==> src/rtl/branch_predictor.sv <==
// branch_predictor: fetch-side next-PC prediction from a direct-mapped BTB with 2-bit
// saturating counters, plus EX-side mispredict detection, redirect and table training.
// Ports:
//   clk, rst                 clock (rising edge) and asynchronous active-high reset
//   if_pc                    fetch PC; pred_taken / pred_target are combinational from it
//   ex_valid, ex_pc,         resolved instruction in EX: BrOp, branch-unit decision and
//   ex_br_op, ex_taken,      computed target, plus the prediction that travelled with it
//   ex_target, ex_pred_*
//   mispredict, redirect_pc  combinational flush request and corrected next PC
//   br_count, mp_count       free-running (wrapping) resolved-branch and mispredict counters
module branch_predictor #(
  parameter int IDX_BITS = 6,
  parameter int TAG_BITS = 8
) (
  input  logic        clk,
  input  logic        rst,
  input  logic [31:0] if_pc,
  output logic        pred_taken,
  output logic [31:0] pred_target,
  input  logic        ex_valid,
  input  logic [31:0] ex_pc,
  input  logic [4:0]  ex_br_op,
  input  logic        ex_taken,
  input  logic [31:0] ex_target,
  input  logic        ex_pred_taken,
  input  logic [31:0] ex_pred_target,
  output logic        mispredict,
  output logic [31:0] redirect_pc,
  output logic [31:0] br_count,
  output logic [31:0] mp_count
);

  localparam int ENTRIES = 1 << IDX_BITS;
  localparam int TAG_LO  = IDX_BITS + 2;
  localparam int TAG_HI  = IDX_BITS + TAG_BITS + 1;

  // ---------------------------------------------------------------------------
  // BTB storage. Only valid bits and counters carry reset; tag/target/is_jump
  // are meaningless while the valid bit is clear.
  // ---------------------------------------------------------------------------
  logic [ENTRIES-1:0]  valid_q;
  logic [1:0]          ctr_q [ENTRIES];
  logic [TAG_BITS-1:0] tag_q [ENTRIES];
  logic [31:0]         tgt_q [ENTRIES];
  logic                jmp_q [ENTRIES];

  // ---------------------------------------------------------------------------
  // Fetch-side lookup
  // ---------------------------------------------------------------------------
  logic [IDX_BITS-1:0] if_idx;
  logic [TAG_BITS-1:0] if_tag;
  logic                if_hit;
  logic [31:0]         if_pc_plus4;

  assign if_idx      = if_pc[TAG_LO-1:2];
  assign if_tag      = if_pc[TAG_HI:TAG_LO];
  assign if_hit      = valid_q[if_idx] && (tag_q[if_idx] == if_tag);
  assign if_pc_plus4 = if_pc + 32'd4;

  // A jump entry is always taken; a conditional entry follows the counter MSB.
  assign pred_taken  = if_hit && (jmp_q[if_idx] || ctr_q[if_idx][1]);
  assign pred_target = pred_taken ? tgt_q[if_idx] : if_pc_plus4;

  // ---------------------------------------------------------------------------
  // EX-side resolution
  // ---------------------------------------------------------------------------
  logic [IDX_BITS-1:0] ex_idx;
  logic [TAG_BITS-1:0] ex_tag;
  logic                ex_hit;
  logic                ex_is_jump;
  logic                ex_is_branch;
  logic                ex_is_cond;
  logic                ex_actual;
  logic [31:0]         ex_pc_plus4;
  logic [31:0]         ex_correct;
  logic                ex_dir_wrong;
  logic                ex_tgt_wrong;

  assign ex_idx       = ex_pc[TAG_LO-1:2];
  assign ex_tag       = ex_pc[TAG_HI:TAG_LO];
  assign ex_hit       = valid_q[ex_idx] && (tag_q[ex_idx] == ex_tag);
  assign ex_is_jump   = ex_br_op[4];
  assign ex_is_branch = (ex_br_op[4:3] != 2'b00);
  assign ex_is_cond   = ex_is_branch && !ex_is_jump;
  assign ex_actual    = ex_is_jump || (ex_is_branch && ex_taken);
  assign ex_pc_plus4  = ex_pc + 32'd4;
  assign ex_correct   = ex_actual ? ex_target : ex_pc_plus4;

  // Direction wrong, or direction right (taken) but predicted to the wrong place.
  assign ex_dir_wrong = (ex_pred_taken != ex_actual);
  assign ex_tgt_wrong = ex_actual && (ex_pred_target != ex_target);

  // Suppressed during reset so fetch never sees a redirect while the table clears.
  assign mispredict  = !rst && ex_valid && (ex_dir_wrong || ex_tgt_wrong);
  assign redirect_pc = ex_correct;

  // ---------------------------------------------------------------------------
  // Training: compute the full new entry at ex_idx, write it with one enable.
  // Fields not being changed default to their current contents.
  // ---------------------------------------------------------------------------
  logic                wr_en;
  logic                wr_valid;
  logic [TAG_BITS-1:0] wr_tag;
  logic [31:0]         wr_tgt;
  logic                wr_jmp;
  logic [1:0]          wr_ctr;

  always_comb begin
    wr_en    = 1'b0;
    wr_valid = valid_q[ex_idx];
    wr_tag   = ex_tag;
    wr_tgt   = tgt_q[ex_idx];
    wr_jmp   = jmp_q[ex_idx];
    wr_ctr   = ctr_q[ex_idx];
    if (ex_valid && !rst) begin
      if (ex_is_jump) begin
        wr_en    = 1'b1;
        wr_valid = 1'b1;
        wr_tgt   = ex_target;
        wr_jmp   = 1'b1;
        wr_ctr   = 2'b11;
      end else if (ex_is_cond) begin
        if (ex_hit) begin
          wr_en    = 1'b1;
          wr_valid = 1'b1;
          wr_jmp   = 1'b0;
          if (ex_taken) begin
            wr_tgt = ex_target;
            if (ctr_q[ex_idx] != 2'b11) wr_ctr = ctr_q[ex_idx] + 2'b01;
          end else begin
            if (ctr_q[ex_idx] != 2'b00) wr_ctr = ctr_q[ex_idx] - 2'b01;
          end
        end else if (ex_taken) begin
          // Allocate weakly taken; a not-taken miss leaves the table alone.
          wr_en    = 1'b1;
          wr_valid = 1'b1;
          wr_tgt   = ex_target;
          wr_jmp   = 1'b0;
          wr_ctr   = 2'b10;
        end
      end else if (ex_pred_taken) begin
        // A non-branch predicted taken means a partial-tag alias: drop the entry.
        wr_en    = 1'b1;
        wr_valid = 1'b0;
      end
    end
  end

  always_ff @(posedge clk or posedge rst) begin
    if (rst) begin
      valid_q <= '0;
      for (int i = 0; i < ENTRIES; i++) ctr_q[i] <= 2'b00;
    end else if (wr_en) begin
      valid_q[ex_idx] <= wr_valid;
      ctr_q[ex_idx]   <= wr_ctr;
    end
  end

  // wr_en is already low during reset, so no write can land in these fields.
  always_ff @(posedge clk) begin
    if (wr_en) begin
      tag_q[ex_idx] <= wr_tag;
      tgt_q[ex_idx] <= wr_tgt;
      jmp_q[ex_idx] <= wr_jmp;
    end
  end

  // ---------------------------------------------------------------------------
  // Statistics counters (wrap naturally at 2**32)
  // ---------------------------------------------------------------------------
  logic [31:0] br_cnt_q, br_cnt_d;
  logic [31:0] mp_cnt_q, mp_cnt_d;

  always_comb begin
    br_cnt_d = br_cnt_q;
    mp_cnt_d = mp_cnt_q;
    if (ex_valid && ex_is_branch) br_cnt_d = br_cnt_q + 32'd1;
    if (mispredict)               mp_cnt_d = mp_cnt_q + 32'd1;
  end

  always_ff @(posedge clk or posedge rst) begin
    if (rst) begin
      br_cnt_q <= '0;
      mp_cnt_q <= '0;
    end else begin
      br_cnt_q <= br_cnt_d;
      mp_cnt_q <= mp_cnt_d;
    end
  end

  assign br_count = br_cnt_q;
  assign mp_count = mp_cnt_q;

  // PC bits outside index/tag and the BrOp sub-opcode are not used by prediction.
  logic unused_bits;
  assign unused_bits = ^{if_pc[1:0], if_pc[31:TAG_HI+1],
                         ex_pc[1:0], ex_pc[31:TAG_HI+1], ex_br_op[2:0]};

endmodule

==> config.mk <==
export PLATFORM = sky130hd
export DESIGN_NAME = branch_predictor
export DESIGN_NICKNAME = d
export VERILOG_FILES = /design/src/rtl/branch_predictor.sv
export SDC_FILE = /design/constraint.sdc
export NUM_CORES = 2
export LEC_CHECK = 0
export BUFFER_PORTS_ARGS = -buffer_cell sky130_fd_sc_hd__buf_2
export CAP_MARGIN = 0
export CELL_PAD_IN_SITES_DETAIL_PLACEMENT = 1
export CELL_PAD_IN_SITES_GLOBAL_PLACEMENT = 1
export CORE_ASPECT_RATIO = 1.25
export CORE_MARGIN = 4
export CORE_UTILIZATION = 46
export DETAILED_ROUTE_END_ITERATION = 6
export GPL_TIMING_DRIVEN = 0
export PLACE_DENSITY_LB_ADDON = 0.1
export REMOVE_ABC_BUFFERS = 1
export SKIP_LAST_GASP = 1
export SYNTH_ARGS = -nofsm -noshare
export SYNTH_HDL_FRONTEND = slang
export SYNTH_SLANG_ARGS = --single-unit
==> constraint.sdc <==
create_clock -name clk -period 9.9 [get_ports clk]
set_clock_uncertainty 0.15 [all_clocks]
set_input_delay 1.98 -clock clk [delete_from_list [all_inputs] [get_ports clk]]
set_output_delay 1.98 -clock clk [all_outputs]
set_load 0.01 [all_outputs]
==> out/qor.log <==
INFO  clocking       count_of_hold_buffers_inserted_by_post_cts_repair=0
INFO  synth          syn_area=0.120mm²
INFO  timing         layout_setup_ws=386ps
INFO  outcome        failed_checks=max-capacitance violations
INFO  critical_path  required=7770ps
INFO  clocking       clock_tree.buffer_depth=4
INFO  grt            first_pass_grt_wire_length=550mm
INFO  power_and_ir_drop clockPowerShare=41.8%
INFO  synth          synth.distinct_cells=77
INFO  timing         timing.final.crit_share=96.1%
INFO  power_and_ir_drop ir_worst_vdd=160µV
INFO  clocking       cts.htree.levels=5
INFO  critical_path  path_max_fanout=71
INFO  timing         timing_hold_violations_final=0
INFO  synth          synth_flop_cell=edfxtp_1
INFO  run            maxCapViolations=1
INFO  floorplan      die_h=579µm
INFO  clocking       clkLatencyLatePin=900ps
INFO  floorplan      core_area=0.259mm²
INFO  route          drt-pass1-iter-count=5
INFO  floorplan      die_area=0.269mm²
INFO  synth          synth_enable_flop_cells=2624
INFO  timing         timing.final.max_slew_violations=0
INFO  critical_path  critPathTopFamily=buffers and inverters
INFO  synth          synth.avg_cell_area=20.2µm²
INFO  critical_path  timing.critical_path.to_type=output pin
INFO  timing         setup_total_negative_slack=0ps
INFO  clocking       clk_root_buffer_cell=clkbuf_16
INFO  synth          synth-xor-area-share=1.17%
INFO  clocking       cts_tree=done
INFO  synth          postSynthCellCount=5941
INFO  floorplan      initial_utilization=46.2%
INFO  critical_path  crit_top_cell=buf_16
INFO  synth          synth_warnings=0
INFO  clocking       clk_pin_slew=50ps
INFO  synth          synth.most_common_cell=edfxtp_1
INFO  cells_and_area total_area_of_multi_input_combinational_cells=0.0337mm²
INFO  cells_and_area drive_gt1_share=33.8%
INFO  clocking       post-cts-setup-buffer-count=0
INFO  placed_design  hpwlAfterDp=260mm
INFO  route          route.vias.total=65600
INFO  grt            number_of_global_route_vias_before_repair=68800
INFO  power_and_ir_drop comb_power_share=6.8%
INFO  power_and_ir_drop switchingPower=5.87mW
INFO  grt            antenna_violations_before_repair=19
INFO  floorplan      io_pins=268
INFO  worst_hold_path hold_class=reg -> reg
INFO  grt            grt_use_total=29.2%
INFO  critical_path  worst_path_arrival_time=7380ps
INFO  synth          ys_ff_latch=2880
INFO  cells_and_area final_net_count=6543
INFO  timing         final.min_clock_period=9510ps
INFO  placed_design  pre_cts_slack=-350ps
INFO  grt            maximum_number_of_pins_on_one_net_before_global_route_repair=121
INFO  grt            globalRouteOverflowTotal=0
INFO  clocking       tritoncts.num_buffers=301
INFO  timing         report.final.setup_viol=0
INFO  power_and_ir_drop power.static_leakage=45.3nW
INFO  power_and_ir_drop seqPwrFrac=51.4%
INFO  placed_design  buffer_ports.inserted=264
INFO  synth          yosysTopAreaCell=edfxtp_1
INFO  placed_design  place.gp.congestion=0.840
INFO  power_and_ir_drop power.density=188mW/mm²
INFO  route          vias_per_cell=6.50
INFO  synth          yosys-top-cells-area=edfxtp_1 66%, mux4_2 17%, dfrtp_1 5.3%
INFO  power_and_ir_drop finalPower=26.2mW
INFO  floorplan      placementRows=209
INFO  clocking       cts.sink_count=2880
INFO  power_and_ir_drop sw_frac_of_total=22.4%
INFO  cells_and_area finish.utilization=53.7%
INFO  timing         fmaxAchievable=0.105GHz
INFO  timing         worst-slew-pin-transition=1480ps
INFO  synth          share_of_the_synthesized_area_in_compound_gates_ao_oa_aoi_oai=2.96%
INFO  synth          synth_seq_area_share=71.1%
INFO  synth          post_synth_and_or_nand_nor_area_fraction=3.52%
INFO  synth          ys_async_sr_fraction=8.89%
INFO  route          initialDrtViolationCount=7623
INFO  critical_path  critical_path_buf_inv_count=6
INFO  critical_path  criticalPathCategory=in -> out
INFO  route          drc=0
INFO  cells_and_area n_fill_cell=22500
INFO  synth          largest_family_of_logic_cells_by_synthesized_area=multiplexers
INFO  critical_path  cp_slowest_stage_delay=680ps
INFO  route          drt-wirelength-per-cell=39.1µm
INFO  synth          synth_mux_area_share=19.7%
INFO  timing         grt_setup_unrepaired=no
INFO  outcome        status=finished with violations
INFO  synth          post_synth_fa_ha_maj_area_fraction=0.0417%
INFO  cells_and_area register_area=0.0852mm²
INFO  power_and_ir_drop cellInternalPower=20.3mW
INFO  route          drt-total-wl=395mm
INFO  cells_and_area layout_overhead_on_the_synthesized_area=16.3%
INFO  critical_path  setup.worst_path.start_class=primary input
INFO  critical_path  cp_slowest_cell=a21oi_1
INFO  critical_path  cell_breakdown_of_the_critical_path=buf_12 -> buf_16 -> buf_16 -> buf_16 -> mux4_2 -> mux4_2 -> mux4_2 -> xnor2_1 -> nand2_1 -> nor3_1 -> nand4_1 -> buf_16 -> a21oi_1 -> buf_2
INFO  timing         worst_case_headroom_to_the_max_slew_limit=1.23%
INFO  route          ant_nets=0
INFO  synth          synth_common_cells=2624 x edfxtp_1, 905 x mux4_2, 256 x dfrtp_1
INFO  synth          top_cell_type_s_share_of_synthesized_area=65.7%
INFO  floorplan      die_x=465µm
==> area by class of cell <==
cell class / count / area share, %
Inverter: 35 / 0.103
Sequential cell: 2880 / 61.1
Antenna cell: 4 / 0.00718
Timing Repair Buffer: 559 / 4.88
Tap cell: 3481 / 3.12
Clock inverter: 132 / 0.811
Multi-Input combinational cell: 2624 / 24.2
Clock buffer: 390 / 5.79
==> cells in the final DEF (no fill, tap or decap), types with 30 or more instances in the layout <==
| cell type | instances |
|---|---|
| buf_12 | 86 |
| mux2i_1 | 80 |
| edfxtp_1 | 2624 |
| clkbuf_16 | 310 |
| buf_4 | 37 |
| nor4_1 | 30 |
| o22a_1 | 30 |
| o22ai_1 | 30 |
| nand4_1 | 54 |
| a21oi_1 | 67 |
| buf_6 | 81 |
| clkinv_1 | 59 |
| o21ai_0 | 133 |
| nor3_1 | 40 |
| nor3_2 | 40 |
| dfrtp_1 | 256 |
| inv_1 | 31 |
| and3_1 | 36 |
| xor2_1 | 52 |
| o211ai_1 | 36 |
| clkinv_2 | 36 |
| nor2_4 | 55 |
| nand3_1 | 58 |
| nor2_1 | 112 |
| nand2_1 | 158 |
| nor4_4 | 30 |
| clkbuf_1 | 77 |
| a22oi_1 | 55 |
| xnor2_1 | 108 |
| buf_2 | 246 |
| buf_16 | 79 |
| mux2_2 | 176 |
| mux4_2 | 905 |
==> registers in the layout, summed over array words and instances, names as in the netlist <==
register / count
ctr_q: 128
mp_count: 32
valid_q: 64
br_count: 32
tag_q: 512
tgt_q: 2048
jmp_q: 64
==> metal layers <==
layer  up-vias  GRT usage (%)  wire length (µm)
li1      25800              -                 -
met1     35800           37.9            149000
met2      3131           48.6            196000
met3       811           4.46             27000
met4        12           14.2             21900
met5         -              0                89
==> stage by stage <==
step	area, µm²	hold slack, ps	std cells
detailed placement	130000	313	9576
CTS	139000	324	10100
floorplan	118000	314	5539
global route	139000	335	10100
global placement	124000	304	9284
finish	139000	323	10100
==> power groups by stage <==
| stage | Sequential [mW] | Combinational [mW] | Clock, mW |
|---|---|---|---|
| CTS | 13.4 | 1.80 | 11.1 |
| floorplan | 13.7 | 0.767 | 0 |
| detailed placement | 13.7 | 1.79 | 0 |
| global route | 13.4 | 1.87 | 11.6 |
| finish | 13.4 | 1.79 | 10.9 |
| global placement | 13.7 | 2.22 | 0 |
==> logic make-up (layout without fill, tap and decap cells) <==
| logic type | after synthesis | count (layout) |
|---|---|---|
| mux | 1196 | 1196 |
| simple gates | 748 | 748 |
| fa+ha+maj | 4 | 4 |
| compound gates | 516 | 516 |
| xor+xnor | 160 | 160 |
| other cells | 0 | 4 |
| flops | 2880 | 2880 |
| buf+inv | 437 | 1116 |
==> worst register-to-register path, cell delays in order (launching register included) <==
cell and delay [ps]:
edfxtp_1 390, mux4_2 480, a221oi_1 280, nor2_1 190
nor4_1 380, nand4_1 140, a211oi_1 620, o2111ai_1 460
o21ai_4 980, nand3_2 1050, nor2_4 1020, buf_16 250
buf_12 220
==> what timing repair did <==
| item | in CTS | in global routing |
|---|---|---|
| gates cloned | 1 | 1 |
| pin swaps | 0 | 0 |
| endpoints found under the setup margin | 12 | 2 |
| gates resized for setup | 2 | 1 |
==> path summary, 6_finish.rpt <==
path                                           from                        to  slack, ps  depth (start not counted)
max                                        if_pc[2]            pred_target[9]        390                         14
min                        mp_count[31]$_DFFE_PP0P_  mp_count[31]$_DFFE_PP0P_        320                          1
max reg2reg                  tag_q[55][1]$_DFFE_PP_   tgt_q[32][21]$_DFFE_PP_       2900                         12
min reg2reg                mp_count[31]$_DFFE_PP0P_  mp_count[31]$_DFFE_PP0P_        320                          1
max in group asynchronous                       rst   mp_count[1]$_DFFE_PP0P_       7630                          3
min in group asynchronous                       rst     ctr_q[36]$_DFFE_PP0P_        980                          2
Note: power is estimated with default switching activity, not from simulation.
